$ cat src/rtl/gfx_transform_feeder.sv
// Point FIFO plus issue/ack/draw sequencer in front of the transform unit.
// Optional GFX_FEEDER_STRIP_EN adds strip_i for triangle-strip slot reuse.
module gfx_transform_feeder #(
  parameter int point_width    = 16,
  parameter int subpixel_width = 16,
  parameter int fifo_depth     = 4
) (
  input  logic                                             clk_i,
  input  logic                                             rst_i,
  input  logic signed [point_width+subpixel_width-1:0]     pt_x_i,
  input  logic signed [point_width+subpixel_width-1:0]     pt_y_i,
  input  logic signed [point_width+subpixel_width-1:0]     pt_z_i,
  input  logic                                             pt_valid_i,
  output logic                                             pt_ready_o,
  input  logic                                             transform_en_i,
  input  logic [1:0]                                       prim_i,
`ifdef GFX_FEEDER_STRIP_EN
  input  logic                                             strip_i,
`endif
  input  logic                                             flush_i,
  output logic signed [point_width+subpixel_width-1:0]     x_o,
  output logic signed [point_width+subpixel_width-1:0]     y_o,
  output logic signed [point_width+subpixel_width-1:0]     z_o,
  output logic [1:0]                                       point_id_o,
  output logic                                             transform_o,
  output logic                                             forward_o,
  input  logic                                             ack_i,
  output logic                                             draw_o,
  input  logic                                             draw_ack_i,
  output logic                                             busy_o
);

  localparam int CW = point_width + subpixel_width;
  localparam int AW = $clog2(fifo_depth);

  typedef enum logic [2:0] {IDLE, ISSUE, WAIT_ACK, DRAW, WAIT_DRAW} state_t;

  state_t state, state_nxt;

  logic signed [CW-1:0] mem_x [fifo_depth];
  logic signed [CW-1:0] mem_y [fifo_depth];
  logic signed [CW-1:0] mem_z [fifo_depth];
  logic [AW:0]          wr_ptr, rd_ptr;
  logic                 full, empty, push, pop;

  logic [1:0] pt_cnt;
  logic [1:0] last_idx;
  logic [1:0] slot;
  logic       mode;
  logic       abort;
  logic       last_pt;

`ifdef GFX_FEEDER_STRIP_EN
  logic       strip_act;
  logic [1:0] slot_q;

  function automatic logic [1:0] sat_inc3(input logic [1:0] v);
    return (v == 2'd3) ? v : v + 2'd1;
  endfunction

  function automatic logic [1:0] wrap_inc3(input logic [1:0] v);
    return (v == 2'd2) ? 2'd0 : v + 2'd1;
  endfunction

  assign slot    = slot_q;
  assign last_pt = strip_act ? (pt_cnt >= 2'd2) : (pt_cnt == last_idx);
`else
  assign slot    = pt_cnt;
  assign last_pt = (pt_cnt == last_idx);
`endif

  // Ready uses the pre-pop full flag, so a push is refused on a full FIFO
  // even when a pop happens in the same cycle.
  assign full       = (wr_ptr[AW] != rd_ptr[AW]) && (wr_ptr[AW-1:0] == rd_ptr[AW-1:0]);
  assign empty      = (wr_ptr == rd_ptr);
  assign pt_ready_o = !full && !flush_i && !rst_i;
  assign push       = pt_valid_i && pt_ready_o;
  assign pop        = (state == IDLE) && !empty && !flush_i;

  always_ff @(posedge clk_i) begin
    if (rst_i || flush_i) begin
      wr_ptr <= '0;
      rd_ptr <= '0;
    end else begin
      if (push) wr_ptr <= wr_ptr + 1'b1;
      if (pop)  rd_ptr <= rd_ptr + 1'b1;
    end
  end

  always_ff @(posedge clk_i) begin
    if (push) begin
      mem_x[wr_ptr[AW-1:0]] <= pt_x_i;
      mem_y[wr_ptr[AW-1:0]] <= pt_y_i;
      mem_z[wr_ptr[AW-1:0]] <= pt_z_i;
    end
  end

  // FSM state register
  always_ff @(posedge clk_i) begin
    if (rst_i) state <= IDLE;
    else       state <= state_nxt;
  end

  always_comb begin
    state_nxt = state;
    case (state)
      IDLE:      if (pop) state_nxt = ISSUE;
      ISSUE:     state_nxt = WAIT_ACK;
      WAIT_ACK:  if (ack_i) state_nxt = (abort || flush_i || !last_pt) ? IDLE : DRAW;
      DRAW:      state_nxt = WAIT_DRAW;
      WAIT_DRAW: if (draw_ack_i) state_nxt = IDLE;
      default:   state_nxt = IDLE;
    endcase
  end

  always_comb begin
    transform_o = (state == ISSUE) && mode;
    forward_o   = (state == ISSUE) && !mode;
    draw_o      = (state == DRAW);
    busy_o      = (state != IDLE) || !empty;
  end

  // Primitive bookkeeping; mode and size are captured only on a primitive's first pop
  always_ff @(posedge clk_i) begin
    if (rst_i) begin
      pt_cnt   <= '0;
      last_idx <= '0;
      mode     <= 1'b0;
      abort    <= 1'b0;
`ifdef GFX_FEEDER_STRIP_EN
      strip_act <= 1'b0;
      slot_q    <= '0;
`endif
    end else begin
      if (pop && pt_cnt == 2'd0) begin
        mode     <= transform_en_i;
        last_idx <= {prim_i[1], prim_i[0] & ~prim_i[1]};
`ifdef GFX_FEEDER_STRIP_EN
        strip_act <= strip_i && prim_i[1];
`endif
      end
      if (flush_i) begin
        pt_cnt <= '0;
        abort  <= (state == ISSUE) || (state == WAIT_ACK && !ack_i);
`ifdef GFX_FEEDER_STRIP_EN
        slot_q <= '0;
`endif
      end else if (state == WAIT_ACK && ack_i) begin
        abort <= 1'b0;
        if (abort) begin
          pt_cnt <= '0;
`ifdef GFX_FEEDER_STRIP_EN
          slot_q <= '0;
        end else if (strip_act) begin
          pt_cnt <= sat_inc3(pt_cnt);
          slot_q <= wrap_inc3(slot_q);
        end else if (last_pt) begin
          pt_cnt <= '0;
          slot_q <= '0;
        end else begin
          pt_cnt <= pt_cnt + 2'd1;
          slot_q <= slot_q + 2'd1;
        end
`else
        end else if (last_pt) begin
          pt_cnt <= '0;
        end else begin
          pt_cnt <= pt_cnt + 2'd1;
        end
`endif
      end
    end
  end

  // Issue registers: loaded on pop and held through WAIT_ACK
  always_ff @(posedge clk_i) begin
    if (rst_i) begin
      x_o        <= '0;
      y_o        <= '0;
      z_o        <= '0;
      point_id_o <= '0;
    end else if (pop) begin
      x_o        <= mem_x[rd_ptr[AW-1:0]];
      y_o        <= mem_y[rd_ptr[AW-1:0]];
      z_o        <= mem_z[rd_ptr[AW-1:0]];
      point_id_o <= slot;
    end
  end

endmodule
$ cat config.mk
export PLATFORM = sky130hd
export DESIGN_NAME = gfx_transform_feeder
export DESIGN_NICKNAME = d
export VERILOG_FILES = /design/src/rtl/gfx_transform_feeder.sv
export SDC_FILE = /design/constraint.sdc
export NUM_CORES = 1
export LEC_CHECK = 0
export ABC_CLOCK_PERIOD_IN_PS = 3740
export CORE_UTILIZATION = 51
export CTS_CLUSTER_SIZE = 28
export DETAILED_ROUTE_END_ITERATION = 12
export HOLD_SLACK_MARGIN = 0.1
export PLACE_DENSITY = 0.78
export SYNTH_ARGS = -nofsm -noshare
export SYNTH_HDL_FRONTEND = slang
export SYNTH_SLANG_ARGS = --single-unit
$ cat constraint.sdc
create_clock -name clk_i -period 3.74 [get_ports clk_i]
set_input_delay 0.374 -clock clk_i [delete_from_list [all_inputs] [get_ports clk_i]]
set_output_delay 0.374 -clock clk_i [all_outputs]
set_load 0.1 [all_outputs]
; Word level (Yosys, flattened, before mapping)
; Memories as Yosys holds them, arrays and structs flattened. A register that Yosys moved wholly into a read port is not among the register bits.
; Cells that the tools add are included.
[op_classes]
add_sub_neg = 3
n_eq_ne = 11
muxes = 11
bitwise_logic = 2
n_reduce_logical = 29
[op_table]
columns = operator, count
row1 = 3-bit one-hot mux with 5 select lines, 1
row2 = 1-bit logical AND, 11
row3 = 3-bit 2-to-1 mux, 3
row4 = 1-bit logical NOT, 7
row5 = 3-bit by 1-bit adder with 3-bit output (second input constant), 2
row6 = 3-bit by 2-bit == test with 1-bit output (second input constant), 2
row7 = 2-bit 2-to-1 mux, 3
row8 = 2-bit inequality test (second input constant), 3
row9 = 1-bit logical OR, 5
row10 = 2-bit == test, 2
row11 = 1-bit 2-to-1 mux, 4
row12 = 3-bit by 1-bit == test with 1-bit output (second input constant), 1
row13 = 3-bit == test, 1
row14 = 3-bit == test (second input constant), 1
row15 = 3-bit logical NOT, 1
row16 = 3-bit AND reduction, 1
row17 = 3-bit nonzero test, 1
row18 = 2-bit by 1-bit adder with 2-bit output (second input constant), 1
row19 = 2-bit logical NOT, 1
row20 = 2-bit nonzero test, 1
row21 = 2-bit OR reduction, 1
row22 = 1-bit bitwise AND, 1
row23 = 1-bit inequality test, 1
row24 = 1-bit inverter, 1
[totals]
reg_bits = 17
ramBits = 384
in_bits = 105
out_inout_bits = 103
elab_cells = 67
memories = 3
[memory_table]
columns = memory, words, width, read_ports, rd_clocked_by_memory_dff, write_ports, line
row1 = mem_x, 4, 32, 1, 1, 1, 40  ; logic signed [CW-1:0] mem_x [fifo_depth];
row2 = mem_y, 4, 32, 1, 1, 1, 41  ; logic signed [CW-1:0] mem_y [fifo_depth];
row3 = mem_z, 4, 32, 1, 1, 1, 42  ; logic signed [CW-1:0] mem_z [fifo_depth];

; Depth between registers and ports, before layout
; Gate-level depths: netlist (run 1).
[depth]
word_depth = 8
depth_mapped = 7
mapped_depth_nobuf = 4

; Worst setup path before layout (run 1)
; No wires, ideal clock.
[synth_path]
kind = register -> register
startpoint = register rd_ptr[0]
endpoint = memory mem_x[1][0] in the netlist's numbering, enable pin
setup_time_ns = 0.466
arrival_time_ns = 5.184
t_required_ns = 3.274
slack_ns = -1.910
stages_incl_launch_ff = 7
n_path_buf = 3
path_cell_list = dfxtp_1 > buf_4 > buf_6 > buf_6 > xnor2_2 > a31oi_1 > and3_1
[synth_via]
elab_chain_cells = 8
[synth_lines]
columns = item, line
row1 = from (decl), 43  ; logic [AW:0] wr_ptr, rd_ptr;
row2 = from (signal assigned), 86  ; if (pop) rd_ptr <= rd_ptr + 1'b1;
row3 = 2-bit == test, 74  ; assign full = (wr_ptr[AW] != rd_ptr[AW]) && (wr_ptr[AW-1:0] == rd_ptr[AW-1:0]);
row4 = 1-bit logical AND, 74
row5 = 1-bit logical NOT, 76  ; assign pt_ready_o = !full && !flush_i && !rst_i;
row6 = 1-bit logical AND (2 in a row), 76
row7 = named net pt_ready_o, 14  ; output logic pt_ready_o,
row8 = 1-bit logical AND, 77  ; assign push = pt_valid_i && pt_ready_o;
row9 = 1-bit 2-to-1 mux, 91  ; if (push) begin
row10 = 1-bit 2-to-1 mux (not written as such), 92  ; mem_x[wr_ptr[AW-1:0]] <= pt_x_i;
row11 = to (decl), 40
; The timed path passes the listed nets, and every way through them passes these cells.

; Worst setup path after layout (run 1)
[layout_path]
startpoint = register state[1]
endpoint = output port draw_o
[layout_via]
elab_chain_cells = 1
[layout_lines]
columns = item, line
row1 = from (decl), 38  ; state_t state, state_nxt;
row2 = from (signal assigned), 101  ; else state <= state_nxt;
row3 = 3-bit by 2-bit == test with 1-bit output, 119  ; draw_o = (state == DRAW);
row4 = to (decl), 28  ; output logic draw_o,
; No other way between the ends.

==> results of run 1 <==
==> through the flow <==
step | hold slack [ps] | std cells
final | 168.5 | 1769
after global routing | 157.7 | 1767
after CTS | 129.9 | 1767
after detailed placement | 465.6 | 1675
after global placement | 463.4 | 1675
after floorplan | 460.1 | 1044
==> power groups by stage <==
stage	Clock [mW]	Combinational, mW	Sequential (mW)
floorplan	0	0.306	6.48
global placement	0	0.892	6.19
detailed placement	0	0.908	6.19
CTS	4.81	0.911	6.08
global route	5.04	0.947	6.08
finish	4.72	0.904	6.07
==> layout make-up <==
type,instances,area (sq um)
multi-input cells,479,5085
well taps,468,585.6
clock inverters,20,146.4
clock buffers,72,1425
repair buffers,223,2255
fillers,2595,13450
diodes,2,5.005
inverters,8,30.03
flip-flops and latches,497,13800
==> cell usage in the layout (no fill, tap or decap), types with 2 or more instances in the layout <==
cell               n
a21oi_1            3
a31oi_1            3
and3_4             4
buf_12             6
buf_4             15
bufinv_16          2
clkbuf_1          14
clkbuf_16         51
clkbuf_8           7
clkdlybuf4s50_1  202
clkinv_1           8
clkinv_2           8
dfxtp_1          111
dfxtp_4            2
diode_2            2
edfxtp_1         384
ha_1               6
inv_1              8
mux2i_1          106
mux4_2            96
nand2_1           13
nand2b_1         203
nor2_1             7
nor3_1             2
o2111ai_1          2
or3_1              4
or4_1              2
xnor2_1            2
xor2_1             4
==> registers in the layout, summed over array words and instances, names as in the netlist <==
name,count
rd_ptr,3
z_o,32
pt_cnt,2
point_id_o,2
mem_z,128
state,3
mem_y,128
mem_x,128
mode,1
abort,1
x_o,32
last_idx,2
y_o,32
wr_ptr,3
==> worst max-delay path, delay by kind of cell, from the launching register on <==
| family | cells | cell delay (ps) |
|---|---|---|
| buf+inv | 1 | 1140 |
| flops | 1 | 560 |
| simple gates | 1 | 260 |
==> metal layers <==
layer	vias to the layer above	global-route usage	part of all wire
met5	-	0	0.00036
met4	2	0.05671	0.020
met3	58	0.03593	0.050
met2	238	0.3171	0.50
met1	4906	0.2624	0.43
li1	4418	-	-
==> synthesized netlist by cell type (all sizes together) (3+ instances only) <==
library cell / count
and3: 4
a31oi: 5
xnor2: 3
mux2i: 106
mux4: 96
ha: 6
edfxtp: 384
nand2: 13
clkbuf: 33
a21oi: 3
xor2: 5
inv: 8
nand2b: 203
or3: 4
nor2: 7
dfxtp: 113
buf: 27
==> path summary, 6_finish.rpt <==
check | from | end | slack, ps | cells after the start
worst max register to register | rd_ptr[0] | rd_ptr[2] | 1480 | 5
worst min-delay path | rst_i | pt_cnt[0] | 170 | 3
worst min register to register | x_o[20] | x_o[20] | 470 | 2
worst max-delay path | state[1] | draw_o | 850 | 2
==> cell families (layout without fill, tap and decap cells) <==
logic type / after synthesis / count (layout) / synth area share
AO/OA/AOI/OAI: 20 / 20 / 0.008866
flip-flops: 497 / 497 / 0.7186
multiplexers: 202 / 202 / 0.1679
AND/OR/NAND/NOR: 243 / 243 / 0.07797
XOR/XNOR: 8 / 8 / 0.004433
buffers and inverters: 68 / 323 / 0.01825
adder cells (fa/ha/maj): 6 / 6 / 0.003911
other: 0 / 2 / 0
==> implementation parameters, run 1 <==
Parameter                              Value

Critical path
  Worst Setup End Kind ... output pin
  Critical Path Source Type ... register
  Critical path's largest stage delay ... 1140 ps
  Critical path fanouts, max ... 13
  Cells along the critical path ... and3b_1 > clkdlybuf4s50_1
  Critical path's slowest cell ... clkdlybuf4s50_1
  Data arrival, critical path ... 2510 ps
  CP Class ... reg2out
  Critical path data required time ... 3370 ps

Logic synthesis
  Warnings, synthesis ... 0
  Post-Synthesis Cells ... 1,044
  Count of state elements after synthesis ... 497
  Synthesized net count ... 1,155
  Post-synthesis sequential area ratio ... 0.7186
  Top cell type's share of synthesized area ... 0.6008
  Count of flip-flops with a built-in enable after synthesis ... 384
  Top area cells in the synthesized netlist ... edfxtp_1, dfxtp_1, mux4_2
  Netlist cell types ... 43
  Post-synthesis instance area ... 19,190 sq um
  Predominant post-synthesis flop cell ... edfxtp_1
  Leading area contributor after synthesis ... edfxtp_1
  Mean instance size in the synthesized netlist ... 18.38 sq um
  Share of flip-flops with an asynchronous set or reset after synthesis ... 0

STA
  Total negative slack for setup checks ... 0 ps
  Max-slew violation count ... 0
  Number of endpoints with negative hold slack in the final report ... 0
  RSZ-0062 raised after global routing ... no
  Fin Clk Skew ... 14.39 ps
  Slew HR ... 0.2834
  Post-route fraction of the period consumed by the critical path ... 0.7718
  Achievable frequency ... 0.3464 GHz
  Setup-violating endpoint count in the final report ... 0
  Clock period minus worst slack ... 2887 ps
  Worst setup slack after layout ... 853.4 ps
  Worst-Margin Slew ... 1072 ps

Power
  Ratio of total power to cell area ... 501.5 nW/um^2
  Clock power share ... 0.404
  Portion of total power attributed to sequential cells ... 0.519
  IR drop worst, VDD ... 0.3183 mV
  Cell Int Power ... 9.136 mW
  Switching power share of the total ... 0.2193
  Power spent charging and discharging nets ... 2.566 mW
  Combinational share of power ... 0.077
  Design Power ... 11.70 mW
  Leakage Power ... 8.030 nW

Clock network
  Clock-pin transition on the worst setup and hold timing paths ... 60 ps
  Clock latency at the later pin of the worst-skew pair ... 560 ps
  Root Driver ... clkbuf_16
  Max H-tree Level ... 2
  Post-cts sizing count ... 0
  Buffer depth of the longest clock path ... 3
  Clock tree from TritonCTS ... yes
  TritonCTS Buffers ... 49
  Hold-fix buffers at CTS ... 0
  Clock sinks ... 497
  Post-CTS setup repair buffer count ... 0

Placed design
  HPWL reported at the end of detailed placement ... 21,000 um
  Routability congestion estimate from global placement ... 0.8209
  Pre-CTS setup slack ... 816.7 ps
  Port bufs ... 207
  Area post-placement ... 21,760 sq um

Route
  DR vias ... 9,622
  Routed len/inst ... 20.50 um
  Via/cell ratio ... 5.439
  Initial DRT Pass Iterations ... 4
  DR iter-0 viols ... 488
  Antenna Nets Post-Route ... 0
  Number of remaining DRC errors ... 0
  Routed wire length ... 36,270 um

Die
  Starting utilization of the core area ... 0.5218
  DIE WIDTH ... 196.0 um
  Num rows ... 70
  Die height ... 196.0 um
  Top-level I/O count ... 208
  Area inside the core boundary ... 36,790 sq um
  Overall die area ... 38,410 sq um

Cells and area
  Fin util ... 0.6343
  Proportion of layout cells with a drive suffix above 1 ... 0.1547
  Design area ... 23,330 sq um
  Total Nets Final ... 1,369
  Area Growth Syn to Fin ... 21.56%

Run
  Number of maximum-capacitance violations ... 0

Global route
  Global-route total usage across every layer ... 0.1923
  Number of global-route vias before repair ... 10,060
  Grt total ovfl ... 0
  Initial antenna violation count ... 2
  Maximum number of pins on one net before global-route repair ... 112
  Wire length of the first global-routing pass ... 56,210 um

Min path
  Class of the most critical hold timing path ... in2reg

Outcome
  Result of the run ... finished clean
Power figures use the tool's default switching activity.
==> inputs of run 2 (changes only) <==
--- a/config.mk
+++ b/config.mk
@@ -5,7 +5,7 @@
 export SDC_FILE = /design/constraint.sdc
 export NUM_CORES = 1
 export LEC_CHECK = 0
-export ABC_CLOCK_PERIOD_IN_PS = 3740
+export ABC_CLOCK_PERIOD_IN_PS = 2400
 export CORE_UTILIZATION = 51
 export CTS_CLUSTER_SIZE = 28
 export DETAILED_ROUTE_END_ITERATION = 12
==> constraint.sdc (replaced) <==
create_clock -name clk_i -period 2.4 [get_ports clk_i]
set_input_delay 0.24 -clock clk_i [delete_from_list [all_inputs] [get_ports clk_i]]
set_output_delay 0.24 -clock clk_i [all_outputs]
set_load 0.1 [all_outputs]
==> implementation parameters, run 2 (same netlist as run 1, synthesis figures left out) <==
Parameter                              Value

Power
  Combinational share of power ... 0.077 (about the same)
  Ratio of total power to cell area ... 788.0 nW/um^2 (was 501.5 nW/um^2)
  Power spent charging and discharging nets ... 4.068 mW (was 2.566 mW)
  Cell Int Power ... 14.38 mW (was 9.136 mW)
  Portion of total power attributed to sequential cells ... 0.513 (was 0.519)
  Switching power share of the total ... 0.2205 (was 0.2193)
  Clock power share ... 0.409 (was 0.404)
  Leakage Power ... 8.332 nW (was 8.030 nW)
  IR drop worst, VDD ... 0.7461 mV (was 0.3183 mV)

Clock network
  TritonCTS Buffers ... 49 (unchanged)
  Clock tree from TritonCTS ... yes (unchanged)
  Buffer depth of the longest clock path ... 3 (unchanged)
  Post-CTS setup repair buffer count ... 0 (unchanged)
  Clock-pin transition on the worst setup and hold timing paths ... 60 ps (about the same)
  Max H-tree Level ... 2 (unchanged)
  Root Driver ... clkbuf_16 (unchanged)
  Clock sinks ... 497 (unchanged)
  Clock latency at the later pin of the worst-skew pair ... 560 ps (about the same)

STA
  Worst-Margin Slew ... 598.6 ps (was 1072 ps)
  Post-route fraction of the period consumed by the critical path ... 0.9634
  Fin Clk Skew ... 21.44 ps (was 14.39 ps)
  Setup-violating endpoint count in the final report ... 0 (unchanged)
  Clock period minus worst slack ... 2312 ps
  RSZ-0062 raised after global routing ... no (unchanged)
  Achievable frequency ... 0.4325 GHz
  Max-slew violation count ... 0 (unchanged)
  Number of endpoints with negative hold slack in the final report ... 0 (unchanged)
  Slew HR ... 0.5994 (was 0.2834)

Route
  Number of remaining DRC errors ... 0 (unchanged)
  DR vias ... 9,665 (was 9,622)
  DR iter-0 viols ... 659 (was 488)
  Routed wire length ... 37,120 um (was 36,270 um)
  Antenna Nets Post-Route ... 0 (unchanged)
  Routed len/inst ... 20.89 um (was 20.50 um)
  Initial DRT Pass Iterations ... 5 (was 4)
  Via/cell ratio ... 5.439 (about the same)

Cells and area
  Fin util ... 0.6365 (was 0.6343)
  Most common cell after layout, fill and taps aside ... edfxtp_1 (unchanged)
  Design area ... 23,410 sq um (was 23,330 sq um)
  Area Growth Syn to Fin ... 21.99% (was 21.56%)
  Total Nets Final ... 1,379 (was 1,369)
  Top library cells by usage in the layout, fill and taps aside ... edfxtp_1, nand2b_1, dfxtp_1 (was edfxtp_1, nand2b_1, clkdlybuf4s50_1)
  Layout fillers ... 2,551 (was 2,595)
  Proportion of layout cells with a drive suffix above 1 ... 0.2408 (was 0.1547)

Placed design
  HPWL reported at the end of detailed placement ... 22,900 um (was 21,000 um)
  Port bufs ... 207 (unchanged)
  Area post-placement ... 21,780 sq um (was 21,760 sq um)
  Routability congestion estimate from global placement ... 0.7851 (was 0.8209)

Critical path
  Crit Reg-Reg Startpoint ... wr_ptr[0] (was rd_ptr[0])
  Worst Setup End Kind ... output pin (unchanged)
  Critical path fanouts, max ... 18 (was 13)
  Setup slack on the worst flop-to-flop path ... 320 ps (was 1480 ps)
  Critical Path Source Type ... register (unchanged)
  Cells along the critical path ... xor2_1 > nor3_2 > nand2_1 > buf_12 (was and3b_1 > clkdlybuf4s50_1)
  Data arrival, critical path ... 2070 ps (was 2510 ps)
  CP Class ... reg2out (unchanged)
  Startpoint of the worst setup timing path ... rd_ptr[1] (was state[1])
  Critical path's slowest cell ... dfxtp_4 (was clkdlybuf4s50_1)
  Critical path data required time ... 2160 ps (was 3370 ps)
  Critical path's largest stage delay ... 540 ps (was 1140 ps)

Die
  Top-level I/O count ... 208 (unchanged)
  Die height ... 196.0 um (unchanged)
  Overall die area ... 38,410 sq um (unchanged)
  DIE WIDTH ... 196.0 um (unchanged)
  Num rows ... 70 (unchanged)
  Starting utilization of the core area ... 0.5218 (unchanged)
  Area inside the core boundary ... 36,790 sq um (unchanged)

Global route
  Maximum number of pins on one net before global-route repair ... 164 (was 112)
  Grt total ovfl ... 0 (unchanged)
  Global-route total usage across every layer ... 0.1963 (was 0.1923)
  Number of global-route vias before repair ... 9,988 (was 10,060)
  Initial antenna violation count ... 1 (was 2)
  Wire length of the first global-routing pass ... 57,300 um (was 56,210 um)

Min path
  Worst Hold Launch ... prim_i[0] (was rst_i)
  Class of the most critical hold timing path ... in2reg (unchanged)

Outcome
  Result of the run ... finished clean (unchanged)

Run
  Number of maximum-capacitance violations ... 0 (unchanged)
-- run 2: layer usage --
| metal | track usage | up-vias | share of wire |
|---|---|---|---|
| met2 | 0.3236 | 272 | 0.50 |
| met4 | 0.06076 | 0 | 0.021 |
| met3 | 0.03524 | 61 | 0.055 |
| li1 | - | 4446 | - |
| met1 | 0.2677 | 4886 | 0.43 |
| met5 | 0 | - | 0 |
-- run 2: final timing paths --
| kind | end | depth (start not counted) |
|---|---|---|
| setup / recovery | busy_o | 4 |
| setup reg to reg | y_o[20] | 4 |
| hold reg to reg | y_o[12] | 2 |
| hold / removal | last_idx[0] | 3 |
-- run 2: layout make-up --
| cell class | instances | area (sq um) | share of cell area |
|---|---|---|---|
| diodes | 1 | 2.502 | 0.0001069 |
| clock buffers | 57 | 1276 | 0.05451 |
| clock inverters | 34 | 336.6 | 0.01438 |
| inverters | 8 | 30.03 | 0.001283 |
| multi-input cells | 479 | 5122 | 0.2188 |
| flip-flops and latches | 497 | 13800 | 0.5894 |
| well taps | 468 | 585.6 | 0.02501 |
| repair buffers | 233 | 2260 | 0.09651 |
-- run 2: what timing repair did --
item	in CTS	in global routing
hold endpoints to repair	2	0
hold buffers	1	0
setup endpoints to repair	0	1
resized for setup	0	1
-- run 2: worst max-delay path, delay by kind of cell (launching register included) --
family                    cells  cell delay (ps)
DFF                           1              540
xor gates and xnor gates      1              530
and+or+nand+nor               2              270
buffers and inverters         1              180
-- run 2: stage by stage --
stage | TNS, ps | hold WS, ps | total power [mW] | setup WS, ps | instances
3_3_place_gp | 0 | 462.7 | 11.06 | 177.9 | 1684
4_1_cts | 0 | 247.2 | 18.63 | 31.39 | 1776
5_1_grt | 0 | 289.8 | 19.01 | 3.625 | 1777
6_report | 0 | 263.3 | 18.45 | 87.91 | 1777
2_1_floorplan | -178610 | 338.9 | 10.58 | -477.5 | 1044
3_5_place_dp | 0 | 465.4 | 11.09 | 147.1 | 1684
-- run 2: power by group through the flow --
stage	logic [mW]	registers [mW]	clock network, mW
after detailed placement	1.44	9.65	0
after CTS	1.44	9.47	7.71
after floorplan	0.484	10.1	0
final	1.43	9.47	7.55
after global placement	1.42	9.65	0
after global routing	1.50	9.48	8.03
==> inputs of run 3 (changes only) <==
--- a/config.mk
+++ b/config.mk
@@ -7,6 +7,7 @@
 export LEC_CHECK = 0
 export ABC_CLOCK_PERIOD_IN_PS = 2400
 export CORE_UTILIZATION = 51
+export CTS_CLUSTER_DIAMETER = 150
 export CTS_CLUSTER_SIZE = 28
 export DETAILED_ROUTE_END_ITERATION = 12
 export HOLD_SLACK_MARGIN = 0.1
==> implementation parameters, run 3 (same netlist as run 1, synthesis figures left out) <==
Parameter                              Value

Global route
  Global-route total usage across every layer ... 0.1878 (was 0.1963)
  Maximum number of pins on one net before global-route repair ... 164 (unchanged)
  Number of global-route vias before repair ... 9,691 (was 9,988)
  Initial antenna violation count ... 2 (was 1)
  Wire length of the first global-routing pass ... 55,530 um (was 57,300 um)
  Grt total ovfl ... 0 (unchanged)

Placed design
  HPWL reported at the end of detailed placement ... 22,900 um (unchanged)
  Placed insts ... 1,684 (unchanged)
  Pre-CTS setup slack ... 147.1 ps (unchanged)
  Routability congestion estimate from global placement ... 0.7851 (unchanged)
  Area post-placement ... 21,780 sq um (unchanged)
  Port bufs ... 207 (unchanged)

Critical path
  Critical path fanouts, max ... 18 (unchanged)
  Startpoint of the worst setup timing path ... rd_ptr[1] (unchanged)
  Cell count of the worst reg-to-reg path ... 4 (unchanged)
  Crit Reg-Reg Startpoint ... rd_ptr[1] (was wr_ptr[0])
  Critical path data required time ... 2160 ps (about the same)
  Crit path to ... busy_o (unchanged)
  Reg2reg end ... x_o[26] (was y_o[20])
  Worst Setup End Kind ... output pin (unchanged)
  Setup slack on the worst flop-to-flop path ... 400 ps (was 320 ps)
  Critical Path Source Type ... register (unchanged)
  Data arrival, critical path ... 2080 ps (was 2070 ps)
  CP Class ... reg2out (unchanged)

Die
  Die height ... 196.0 um (unchanged)
  Starting utilization of the core area ... 0.5218 (unchanged)
  Area inside the core boundary ... 36,790 sq um (unchanged)
  Top-level I/O count ... 208 (unchanged)
  Overall die area ... 38,410 sq um (unchanged)
  DIE WIDTH ... 196.0 um (unchanged)
  Num rows ... 70 (unchanged)

STA
  Fin Clk Skew ... 17.35 ps (was 21.44 ps)
  Setup-violating endpoint count in the final report ... 0 (unchanged)
  RSZ-0062 raised after global routing ... no (unchanged)
  Achievable frequency ... 0.4306 GHz (was 0.4325 GHz)
  Post-route fraction of the period consumed by the critical path ... 0.9676 (was 0.9634)
  Slew HR ... 0.6001 (was 0.5994)
  Worst Hold Slack ... 272.0 ps (was 263.3 ps)
  Worst-Margin Slew ... 597.6 ps (was 598.6 ps)
  Max-slew violation count ... 0 (unchanged)
  Clock period minus worst slack ... 2322 ps (was 2312 ps)
  Worst setup slack after layout ... 77.69 ps (was 87.91 ps)
  Number of endpoints with negative hold slack in the final report ... 0 (unchanged)

Route
  DR vias ... 9,423 (was 9,665)
  Routed len/inst ... 20.87 um (was 20.89 um)
  Antenna Nets Post-Route ... 0 (unchanged)
  Number of remaining DRC errors ... 0 (unchanged)
  Via/cell ratio ... 5.463 (was 5.439)
  Routed wire length ... 36,010 um (was 37,120 um)
  Initial DRT Pass Iterations ... 5 (unchanged)
  DR iter-0 viols ... 645 (was 659)

Cells and area
  Most common cell after layout, fill and taps aside ... edfxtp_1 (unchanged)
  Fin util ... 0.6090 (was 0.6365)
  Footprint of the multi-input gates ... 5122 sq um (unchanged)
  Filler-free cell count of the finished design ... 1,725 (was 1,777)
  Total Nets Final ... 1,351 (was 1,379)
  Top library cells by usage in the layout, fill and taps aside ... edfxtp_1, nand2b_1, dfxtp_1 (unchanged)
  Proportion of layout cells with a drive suffix above 1 ... 0.2127 (was 0.2408)
  Design area ... 22,400 sq um (was 23,410 sq um)
  Area Growth Syn to Fin ... 16.73% (was 21.99%)
  Layout fillers ... 2,668 (was 2,551)
  Register area ... 13,800 sq um (about the same)

Clock network
  Clock latency at the later pin of the worst-skew pair ... 540 ps (was 560 ps)
  TritonCTS Buffers ... 21 (was 49)
  Clock-pin transition on the worst setup and hold timing paths ... 110 ps (was 60 ps)
  Clock tree from TritonCTS ... yes (unchanged)
  Max H-tree Level ... 1 (was 2)
  Buffer depth of the longest clock path ... 3 (unchanged)
  Root Driver ... clkbuf_16 (unchanged)
  Clock sinks ... 497 (unchanged)

Power
  Ratio of total power to cell area ... 669.3 nW/um^2 (was 788.0 nW/um^2)
  Leakage Power ... 7.839 nW (was 8.332 nW)
  IR drop worst, VDD ... 0.5245 mV (was 0.7461 mV)

Run
  Number of maximum-capacitance violations ... 0 (unchanged)

Min path
  Worst Hold Launch ... prim_i[0] (unchanged)
  Class of the most critical hold timing path ... in2reg (unchanged)

Outcome
  Result of the run ... finished clean (unchanged)
## run 3: changes by cell type in the layout (fill, tap and decap cells not counted), sizes merged
| cell | change |
|---|---|
| bufinv | -6 |
| clkbuf | -21 |
| clkinv | -22 |
| clkinvlp | -4 |
| diode | +1 |
## run 3: area by class of cell
class	instances	area share
multi-input cells	479	0.2286
flip-flops and latches	497	0.6161
clock buffers	36	0.02597
clock inverters	2	0.0007819
repair buffers	233	0.1009
inverters	8	0.001340
diodes	2	0.0002234
well taps	468	0.02614
## run 3: what timing repair did
action | in CTS | in global routing
buffers inserted | 0 | 0
endpoints found under the setup margin | 0 | 1
hold buffers | 1 | 0
endpoints found under the hold margin | 2 | 0
gates resized for setup | 0 | 2
## run 3: worst min-delay path by stage
stage | to | slack, ps | cells after the start
3_3_place_gp | z_o[5] | 460 | 2
4_1_cts | last_idx[0] | 260 | 3
6_report | last_idx[0] | 270 | 3
2_1_floorplan | mem_x[0][0] | 340 | 0
3_5_place_dp | z_o[0] | 470 | 2
5_1_grt | mode | 290 | 3
## run 3: report_power, final
part	total [mW]	switching (mW)	leakage (nW)	internal, mW
registers	9.46	0.0686	4.39	9.39
clock network	4.11	2.42	0.286	1.69
logic	1.43	0.907	3.17	0.519
## run 3: through the flow
stage	setup TNS, ps	total power, mW
global route	0	15.43
detailed placement	0	11.09
CTS	0	15.11
finish	0	14.99
global placement	0	11.06
floorplan	-178610	10.58
## run 3: metal layers
metal,global-route usage,share of wire
met1,0.2593,0.43
met2,0.3244,0.51
met3,0.02647,0.050
met4,0.03009,0.0090
met5,0,0
## run 3: critical path: stages, from the launching register on
cell and delay [ps]:
dfxtp_4 560, xor2_1 520, nor3_2 130, nand2_1 140
buf_12 180
